## config.mk

```make
export PLATFORM = sky130hd
export DESIGN_NAME = axi4lite_arbiter
export DESIGN_NICKNAME = d
export VERILOG_FILES = /design/src/rtl/axi4lite_arbiter.sv
export SDC_FILE = /design/constraint.sdc
export NUM_CORES = 1
export LEC_CHECK = 0
export ABC_AREA = 1
export CORE_AREA = 3 3 162 164
export CTS_CLUSTER_DIAMETER = 50
export DETAILED_ROUTE_END_ITERATION = 12
export DIE_AREA = 0 0 165 167
export GPL_ROUTABILITY_DRIVEN = 1
export PLACE_DENSITY = 0.43
export REMOVE_ABC_BUFFERS = 1
export SLEW_MARGIN = 20
export SYNTH_ARGS = -nofsm -noshare
export SYNTH_HDL_FRONTEND = slang
export SYNTH_SLANG_ARGS = --single-unit
export TNS_END_PERCENT = 5
```

## constraint.sdc

```tcl
create_clock -name ACLK -period 1.8 [get_ports ACLK]
set_clock_uncertainty 0.1 [all_clocks]
set_input_delay 0.27 -clock ACLK [delete_from_list [all_inputs] [get_ports ACLK]]
set_output_delay 0.27 -clock ACLK [all_outputs]
set_load 0.01 [all_outputs]
```

## src/rtl/axi4lite_arbiter.sv

```systemverilog
// Two-master to one-slave AXI4-Lite arbiter: one transaction in flight, round-robin grant.
// All routing is combinational from the registered owner and FSM state.
module axi4lite_arbiter #(
    parameter int ADDRWIDTH = 32,
    parameter int DATAWIDTH = 32
) (
    input  logic                            ACLK,
    input  logic                            ARESETN,
    input  logic [1:0][ADDRWIDTH-1:0]       M_AWADDR,
    input  logic [1:0]                      M_AWVALID,
    output logic [1:0]                      M_AWREADY,
    input  logic [1:0][DATAWIDTH-1:0]       M_WDATA,
    input  logic [1:0]                      M_WVALID,
    output logic [1:0]                      M_WREADY,
    output logic [1:0]                      M_BVALID,
    input  logic [1:0]                      M_BREADY,
    input  logic [1:0][ADDRWIDTH-1:0]       M_ARADDR,
    input  logic [1:0]                      M_ARVALID,
    output logic [1:0]                      M_ARREADY,
    output logic [1:0][DATAWIDTH-1:0]       M_RDATA,
    output logic [1:0]                      M_RVALID,
    input  logic [1:0]                      M_RREADY,
    output logic [ADDRWIDTH-1:0]            S_AWADDR,
    output logic                            S_AWVALID,
    input  logic                            S_AWREADY,
    output logic [DATAWIDTH-1:0]            S_WDATA,
    output logic                            S_WVALID,
    input  logic                            S_WREADY,
    input  logic                            S_BVALID,
    output logic                            S_BREADY,
    output logic [ADDRWIDTH-1:0]            S_ARADDR,
    output logic                            S_ARVALID,
    input  logic                            S_ARREADY,
    input  logic [DATAWIDTH-1:0]            S_RDATA,
    input  logic                            S_RVALID,
    output logic                            S_RREADY,
    output logic [1:0]                      GRANT,
    output logic                            BUSY,
    output logic [2:0]                      DBG_STATE
);

    // Every channel uses standard AXI valid/ready: a transfer happens in the
    // cycle where both VALID and READY are high at the rising edge.
    typedef enum logic [2:0] {
        IDLE  = 3'd0,
        WADDR = 3'd1,
        WRESP = 3'd2,
        RADDR = 3'd3,
        RDATA = 3'd4
    } state_t;

    state_t     r_state, w_state_nxt;
    logic       r_g, w_g_nxt;
    logic       r_last, w_last_nxt;
    logic       r_aw_done, w_aw_done_nxt;
    logic       r_w_done, w_w_done_nxt;

    logic [1:0] w_req;
    logic       w_pick;
    logic       w_aw_hs;
    logic       w_w_hs;

    assign w_req   = M_AWVALID | M_ARVALID;
    // With both requesting, the master that did not own the slave last wins.
    assign w_pick  = (&w_req) ? ~r_last : w_req[1];
    assign w_aw_hs = (r_state == WADDR) & M_AWVALID[r_g] & S_AWREADY & ~r_aw_done;
    assign w_w_hs  = (r_state == WADDR) & M_WVALID[r_g] & S_WREADY & ~r_w_done;

    always_ff @(posedge ACLK) begin
        if (!ARESETN) begin
            r_state   <= IDLE;
            r_g       <= 1'b0;
            r_last    <= 1'b1;
            r_aw_done <= 1'b0;
            r_w_done  <= 1'b0;
        end else begin
            r_state   <= w_state_nxt;
            r_g       <= w_g_nxt;
            r_last    <= w_last_nxt;
            r_aw_done <= w_aw_done_nxt;
            r_w_done  <= w_w_done_nxt;
        end
    end

    always_comb begin
        w_state_nxt   = r_state;
        w_g_nxt       = r_g;
        w_last_nxt    = r_last;
        w_aw_done_nxt = r_aw_done;
        w_w_done_nxt  = r_w_done;
        case (r_state)
            IDLE: begin
                if (|w_req) begin
                    w_g_nxt     = w_pick;
                    w_state_nxt = M_AWVALID[w_pick] ? WADDR : RADDR;
                end
            end
            WADDR: begin
                if ((r_aw_done | w_aw_hs) && (r_w_done | w_w_hs)) begin
                    w_state_nxt   = WRESP;
                    w_aw_done_nxt = 1'b0;
                    w_w_done_nxt  = 1'b0;
                end else begin
                    w_aw_done_nxt = r_aw_done | w_aw_hs;
                    w_w_done_nxt  = r_w_done | w_w_hs;
                end
            end
            WRESP: begin
                if (S_BVALID && M_BREADY[r_g]) begin
                    w_state_nxt = IDLE;
                    w_last_nxt  = r_g;
                end
            end
            RADDR: begin
                if (M_ARVALID[r_g] && S_ARREADY) begin
                    w_state_nxt = RDATA;
                end
            end
            RDATA: begin
                if (S_RVALID && M_RREADY[r_g]) begin
                    w_state_nxt = IDLE;
                    w_last_nxt  = r_g;
                end
            end
            default: w_state_nxt = IDLE;
        endcase
    end

    always_comb begin
        M_AWREADY = '0;
        M_WREADY  = '0;
        M_BVALID  = '0;
        M_ARREADY = '0;
        M_RDATA   = '0;
        M_RVALID  = '0;
        S_AWADDR  = '0;
        S_AWVALID = 1'b0;
        S_WDATA   = '0;
        S_WVALID  = 1'b0;
        S_BREADY  = 1'b0;
        S_ARADDR  = '0;
        S_ARVALID = 1'b0;
        S_RREADY  = 1'b0;
        GRANT     = '0;
        case (r_state)
            WADDR: begin
                S_AWADDR       = M_AWADDR[r_g];
                S_AWVALID      = M_AWVALID[r_g] & ~r_aw_done;
                M_AWREADY[r_g] = S_AWREADY & ~r_aw_done;
                S_WDATA        = M_WDATA[r_g];
                S_WVALID       = M_WVALID[r_g] & ~r_w_done;
                M_WREADY[r_g]  = S_WREADY & ~r_w_done;
            end
            WRESP: begin
                M_BVALID[r_g] = S_BVALID;
                S_BREADY      = M_BREADY[r_g];
            end
            RADDR: begin
                S_ARADDR       = M_ARADDR[r_g];
                S_ARVALID      = M_ARVALID[r_g];
                M_ARREADY[r_g] = S_ARREADY;
            end
            RDATA: begin
                M_RDATA[r_g]  = S_RDATA;
                M_RVALID[r_g] = S_RVALID;
                S_RREADY      = M_RREADY[r_g];
            end
            default: ;
        endcase
        if (r_state != IDLE) begin
            GRANT[r_g] = 1'b1;
        end
    end

    assign BUSY      = (r_state != IDLE);
    assign DBG_STATE = r_state;

endmodule
```

==> flow_summary.ini, run 1 <==
[yosys]
yosys.area.top_type = nand2_1
netlist_instances = 603
synth_area_um2 = 2530
synth.distinct_cells = 18
yosys-top-cells-area = nand2_1 (45%), a21oi_1 (14%), nor2_1 (12%)
post_synth.cell_area_avg_um2 = 4.20
ys.warnings.count = 0
ys_seq_area_share_pct = 5.53
synth-main-ff-cell = dfxtp_1
synth_edf_count = 0
yosysTopAreaCellShare_pct = 45.0
yosys.cell_count.top_type = nand2_1
ys_ff_latch = 7
async_flop_share_pct = 0
synthTopCellsByCount = nand2_1 (304), nor2_1 (81), inv_1 (77)

[placement]
portBuffers = 421
placed_area_um2 = 7600
pre_cts_slack_ns = -0.438
place_inst = 1369
dp_hpwl_um = 17800
place_congestion = 0.860

[timing]
setup-violations-final = 59
period_minus_slack_ns = 1.93
drv_slew = 0
setup_slack_ns = -0.125
hold_slack_ns = 0.361
relSlewSlack_pct = 82.7
fmaxAchievable_mhz = 519
final-hold-violation-count = 0
tightest_slew_ns = 0.258
rsz0062_at_grt = yes
min_period_over_period_pct = 107

[cells_and_area]
finalNonFillerCells = 1399
areaGrowthSynthToFinish_pct = 213
nets = 1310
design_area_um2 = 7940
drive_gt1_share_pct = 33.2

[global_routing]
grt_usage_pct = 15.1
grt_pass1_vias = 5379
overflow = 0
grt_max_degree = 44
grt_antenna_before_repair = 1
grt_pass1_wl_um = 32300

[cts]
cts_buffers = 3
cts.sinks = 7
clk_path_buf_depth = 2
cts_tree = built
clk_pin_slew_ns = 0.03
htreeDepth = 1
insertion_delay_ns = 0.23
clock-root-buffer = clkbuf_16

[die]
die_h_um = 167
rows = 58
io_pins = 422
initial_core_util_pct = 10.1
core_um2 = 25000
die_w_um = 165
fp.dieArea_um2 = 27600

[detailed_routing]
drc_errors = 0
drt_wl_total_um = 22600
wl_per_cell_um = 16.2
ant_nets = 0
dr.pass1.iters = 4
viasPerCell = 3.81
drt-initial-drc-count = 175
vias = 5337

[status]
violations = setup timing
status = finished, violations left

[critical_path]
cp.arrival_ns = 1.56
cp-end-kind = output pin
rr_worst_depth = 12
worst-endpoint-required_ns = 1.43
cp-start-kind = flip-flop
crit_fanout = 6
crit_type = reg2out

[power]
p_per_area_nw_per_um2 = 671
p_leak_nw = 4.04
ir_worst_vdd_uv = 345

[worst_hold_path]
hold_class = reg2reg
min_path_cells = 2

[flow_run]
drv_cap = 0
cells by family (layout without fill, tap and decap cells):
kind of cell	count (synthesis)	count (layout)	share of synthesized area [%]
other	0	1	0
and+or+nand+nor	400	400	61.0
buffers and inverters	120	585	18.3
DFF	7	7	5.53
AOI/OAI and AO/OA	76	76	15.2
routing by layer:
layer / global-route usage, % / part of all wire [%]
met1: 17.1 / 38
met2: 28.1 / 51
met3: 4.53 / 10
met4: 1.93 / 1.0
met5: 0 / 0
final timing paths:
| path | from | to | slack, ns |
|---|---|---|---|
| hold reg to reg | r_w_done | r_w_done | 0.36 |
| hold / removal | r_w_done | r_w_done | 0.36 |
| setup reg to reg | r_g | r_last | -0.02 |
| setup / recovery | r_g | S_ARVALID | -0.13 |
sequential cells by signal, indices dropped and copies added (netlist names):
signal     cells
r_w_done       1
r_last         1
r_aw_done      1
r_g            1
DBG_STATE      3
cells in the final DEF, fill, tap and decap left out, drive strengths merged:
cell type      instances
clkdlybuf4s50        243
clkdlybuf4s15         49
dfxtp                  7
bufbuf                 1
buf                  196
inv                   80
a21boi                 1
nand2                304
diode                  1
nor3                   8
a21oi                 71
o21ai                  3
nand3                  3
clkinv                 1
clkbuf                13
nor2                  83
dlymetal6s2s           1
dlygate4sd2            1
or2                    2
o211ai                 1
where the power goes:
part	total [W]	internal, W	switching [W]
registers	0.000258	0.000207	0.0000509
clock network	0.000378	0.000295	0.0000834
logic	0.00469	0.00234	0.00235
repair_timing:
| action | in CTS | in global routing |
|---|---|---|
| setup endpoints to repair | 180 | 176 |
| gates cloned | 5 | 1 |
| pin swaps | 9 | 11 |
| hold buffers | 0 | 0 |
| gates resized for setup | 668 | 134 |
| buffers inserted | 14 | 6 |
stage by stage:
| stage | util, % | TNS, ns | total power [W] |
|---|---|---|---|
| finish | 31.7 | -3.93 | 0.00533 |
| CTS | 31.2 | -9.74 | 0.00518 |
| global route | 31.7 | -12.47 | 0.00577 |
| floorplan | - | -394.58 | 0.00182 |
| global placement | 30.4 | -29.01 | 0.00465 |
| detailed placement | 30.4 | -31.17 | 0.00463 |
critical path, stage by stage, from the launching register on:
cell and delay, ns:
dfxtp_4 0.37, buf_6 0.13, buf_16 0.14, buf_4 0.15, o21ai_2 0.15, buf_4 0.13
inv_1 0.03, nor2_1 0.08, buf_2 0.14
cell type report:
cell class / count / area, um^2
multi-input cells: 476 / 2180
fillers: 2875 / 17100
diodes: 1 / 2.50
flip-flops and latches: 7 / 150
clock buffers: 4 / 78.8
inverters: 81 / 322
well taps: 330 / 413
repair buffers: 500 / 4790
(Power assumes the default switching activity.)
==> inputs of run 2 (changes only) <==
CTS_BUF_LIST = sky130_fd_sc_hd__clkbuf_16   (was not set)
==> flow_summary.ini, run 2 (same netlist as run 1, synthesis figures left out) <==
[placement]
place_congestion = 0.860
dp_hpwl_um = 17800
placed_area_um2 = 7600
portBuffers = 421
pre_cts_slack_ns = -0.438
place_inst = 1369

[timing]
drv_slew = 0
relSlewSlack_pct = 82.7
finalSetupTns_ns = -3.94
setup-violations-final = 59
period_minus_slack_ns = 1.93
hold_slack_ns = 0.361
final-hold-violation-count = 0
setup_slack_ns = -0.125
fmaxAchievable_mhz = 519
min_period_over_period_pct = 107
rsz0062_at_grt = yes
tightest_slew_ns = 0.258

[power]
p_leak_nw = 4.05
p_seq_share_pct = 4.8
switching_share_pct = 46.7
power.net_switching_w = 0.00249
comb_power_share_pct = 88.2
clkPwrFrac_pct = 7.0
p_int_w = 0.00283
ir_worst_vdd_uv = 345
p_per_area_nw_per_um2 = 670

[cells_and_area]
drive_gt1_share_pct = 33.1
finalNonFillerCells = 1399
final_cell_mix = nand2_1 (262), clkdlybuf4s50_1 (243), buf_2 (95)
design_area_um2 = 7940
fillers = 2876
largest_reg_flops = 3
areaGrowthSynthToFinish_pct = 213
seqCellArea_um2 = 150
nets = 1310
multi_input_area_um2 = 2180
mostFrequentLayoutCell = nand2_1

[die]
fp.dieArea_um2 = 27600
rows = 58
core_um2 = 25000
die_h_um = 167
io_pins = 422
die_w_um = 165
initial_core_util_pct = 10.1

[cts]
cts.sinks = 7
clk_path_buf_depth = 2
cts_hold_buf = 0
cts_buffers = 3
cts_tree = built
clk_pin_slew_ns = 0.03
htreeDepth = 1
clock-root-buffer = clkbuf_16
insertion_delay_ns = 0.23

[detailed_routing]
ant_nets = 0
drc_errors = 0
drt_wl_total_um = 22600
drt-initial-drc-count = 160
vias = 5340
dr.pass1.iters = 4
wl_per_cell_um = 16.2
viasPerCell = 3.82

[global_routing]
overflow = 0
busiest_layer = met2
grt_max_degree = 44
grt_pass1_vias = 5379
grt_usage_pct = 15.1
gr-usage-met3_pct = 4.53
grt_antenna_before_repair = 1
grt_pass1_wl_um = 32300
global_route.usage.met2_pct = 28.1
met1_usage_pct = 17.1

[critical_path]
worst-endpoint-required_ns = 1.43
cp.arrival_ns = 1.56
crit_fanout = 6
cp-start-kind = flip-flop
cp-end-kind = output pin
crit_type = reg2out
r2r_slack_ns = -0.02

[status]
violations = setup timing
status = finished, violations left

[worst_hold_path]
hold_class = reg2reg

[flow_run]
drv_cap = 0
==> run 2: changes by cell type in the layout (fill, tap and decap cells not counted) <==
cell	previous run	this run
nand2_1	261	262
clkbuf_1	1	0
nand2_2	36	35
inv_1	62	63
==> run 2: worst max-delay path, stage by stage (launching register included) <==
cell and delay [ns]:
dfxtp_4 0.37, buf_6 0.13, buf_16 0.14, buf_4 0.15
o21ai_2 0.15, buf_4 0.13, inv_1 0.03, nor2_1 0.08
buf_2 0.14
==> run 2: power groups by stage <==
stage          clock network (W)  registers (W)  logic, W
2_1_floorplan                  0       0.000349   0.00147
3_3_place_gp                   0       0.000231   0.00442
3_5_place_dp                   0       0.000232   0.00440
4_1_cts                 0.000377       0.000251   0.00454
5_1_grt                 0.000396       0.000266   0.00510
6_report                0.000372       0.000258   0.00469
==> run 2: routing by layer <==
layer / routed length [um] / vias to the layer above
met4: 237 / 0
li1: - / 2719
met2: 11400 / 271
met1: 8660 / 2336
met5: 0 / -
met3: 2300 / 14
==> run 2: final cells by class <==
class	count	area share [%]
Timing Repair Buffer	500	60.4
Multi-Input combinational cell	476	27.5
Tap cell	330	5.20
Inverter	81	4.05
Sequential cell	7	1.89
Clock buffer	3	0.946
Clock inverter	1	0.0473
Antenna cell	1	0.0315
==> run 2: final timing paths <==
check | cells after the start | endpoint | start
min reg2reg | 2 | r_w_done | r_w_done
max reg2reg | 12 | r_last | r_g
min | 2 | r_w_done | r_w_done
max | 8 | S_ARVALID | r_g
==> run 2: metrics by stage <==
stage | utilization, % | power [W]
after floorplan | - | 0.00182
after global placement | 30.4 | 0.00465
after detailed placement | 30.4 | 0.00463
after CTS | 31.2 | 0.00517
after global routing | 31.7 | 0.00576
final | 31.7 | 0.00532
==> run 2: what timing repair did <==
item / 4_1_cts / 5_1_grt
setup endpoints to repair: 180 / 176
cloned: 5 / 1
gates resized for setup: 668 / 133
pin swaps: 9 / 11
buffers inserted: 14 / 6
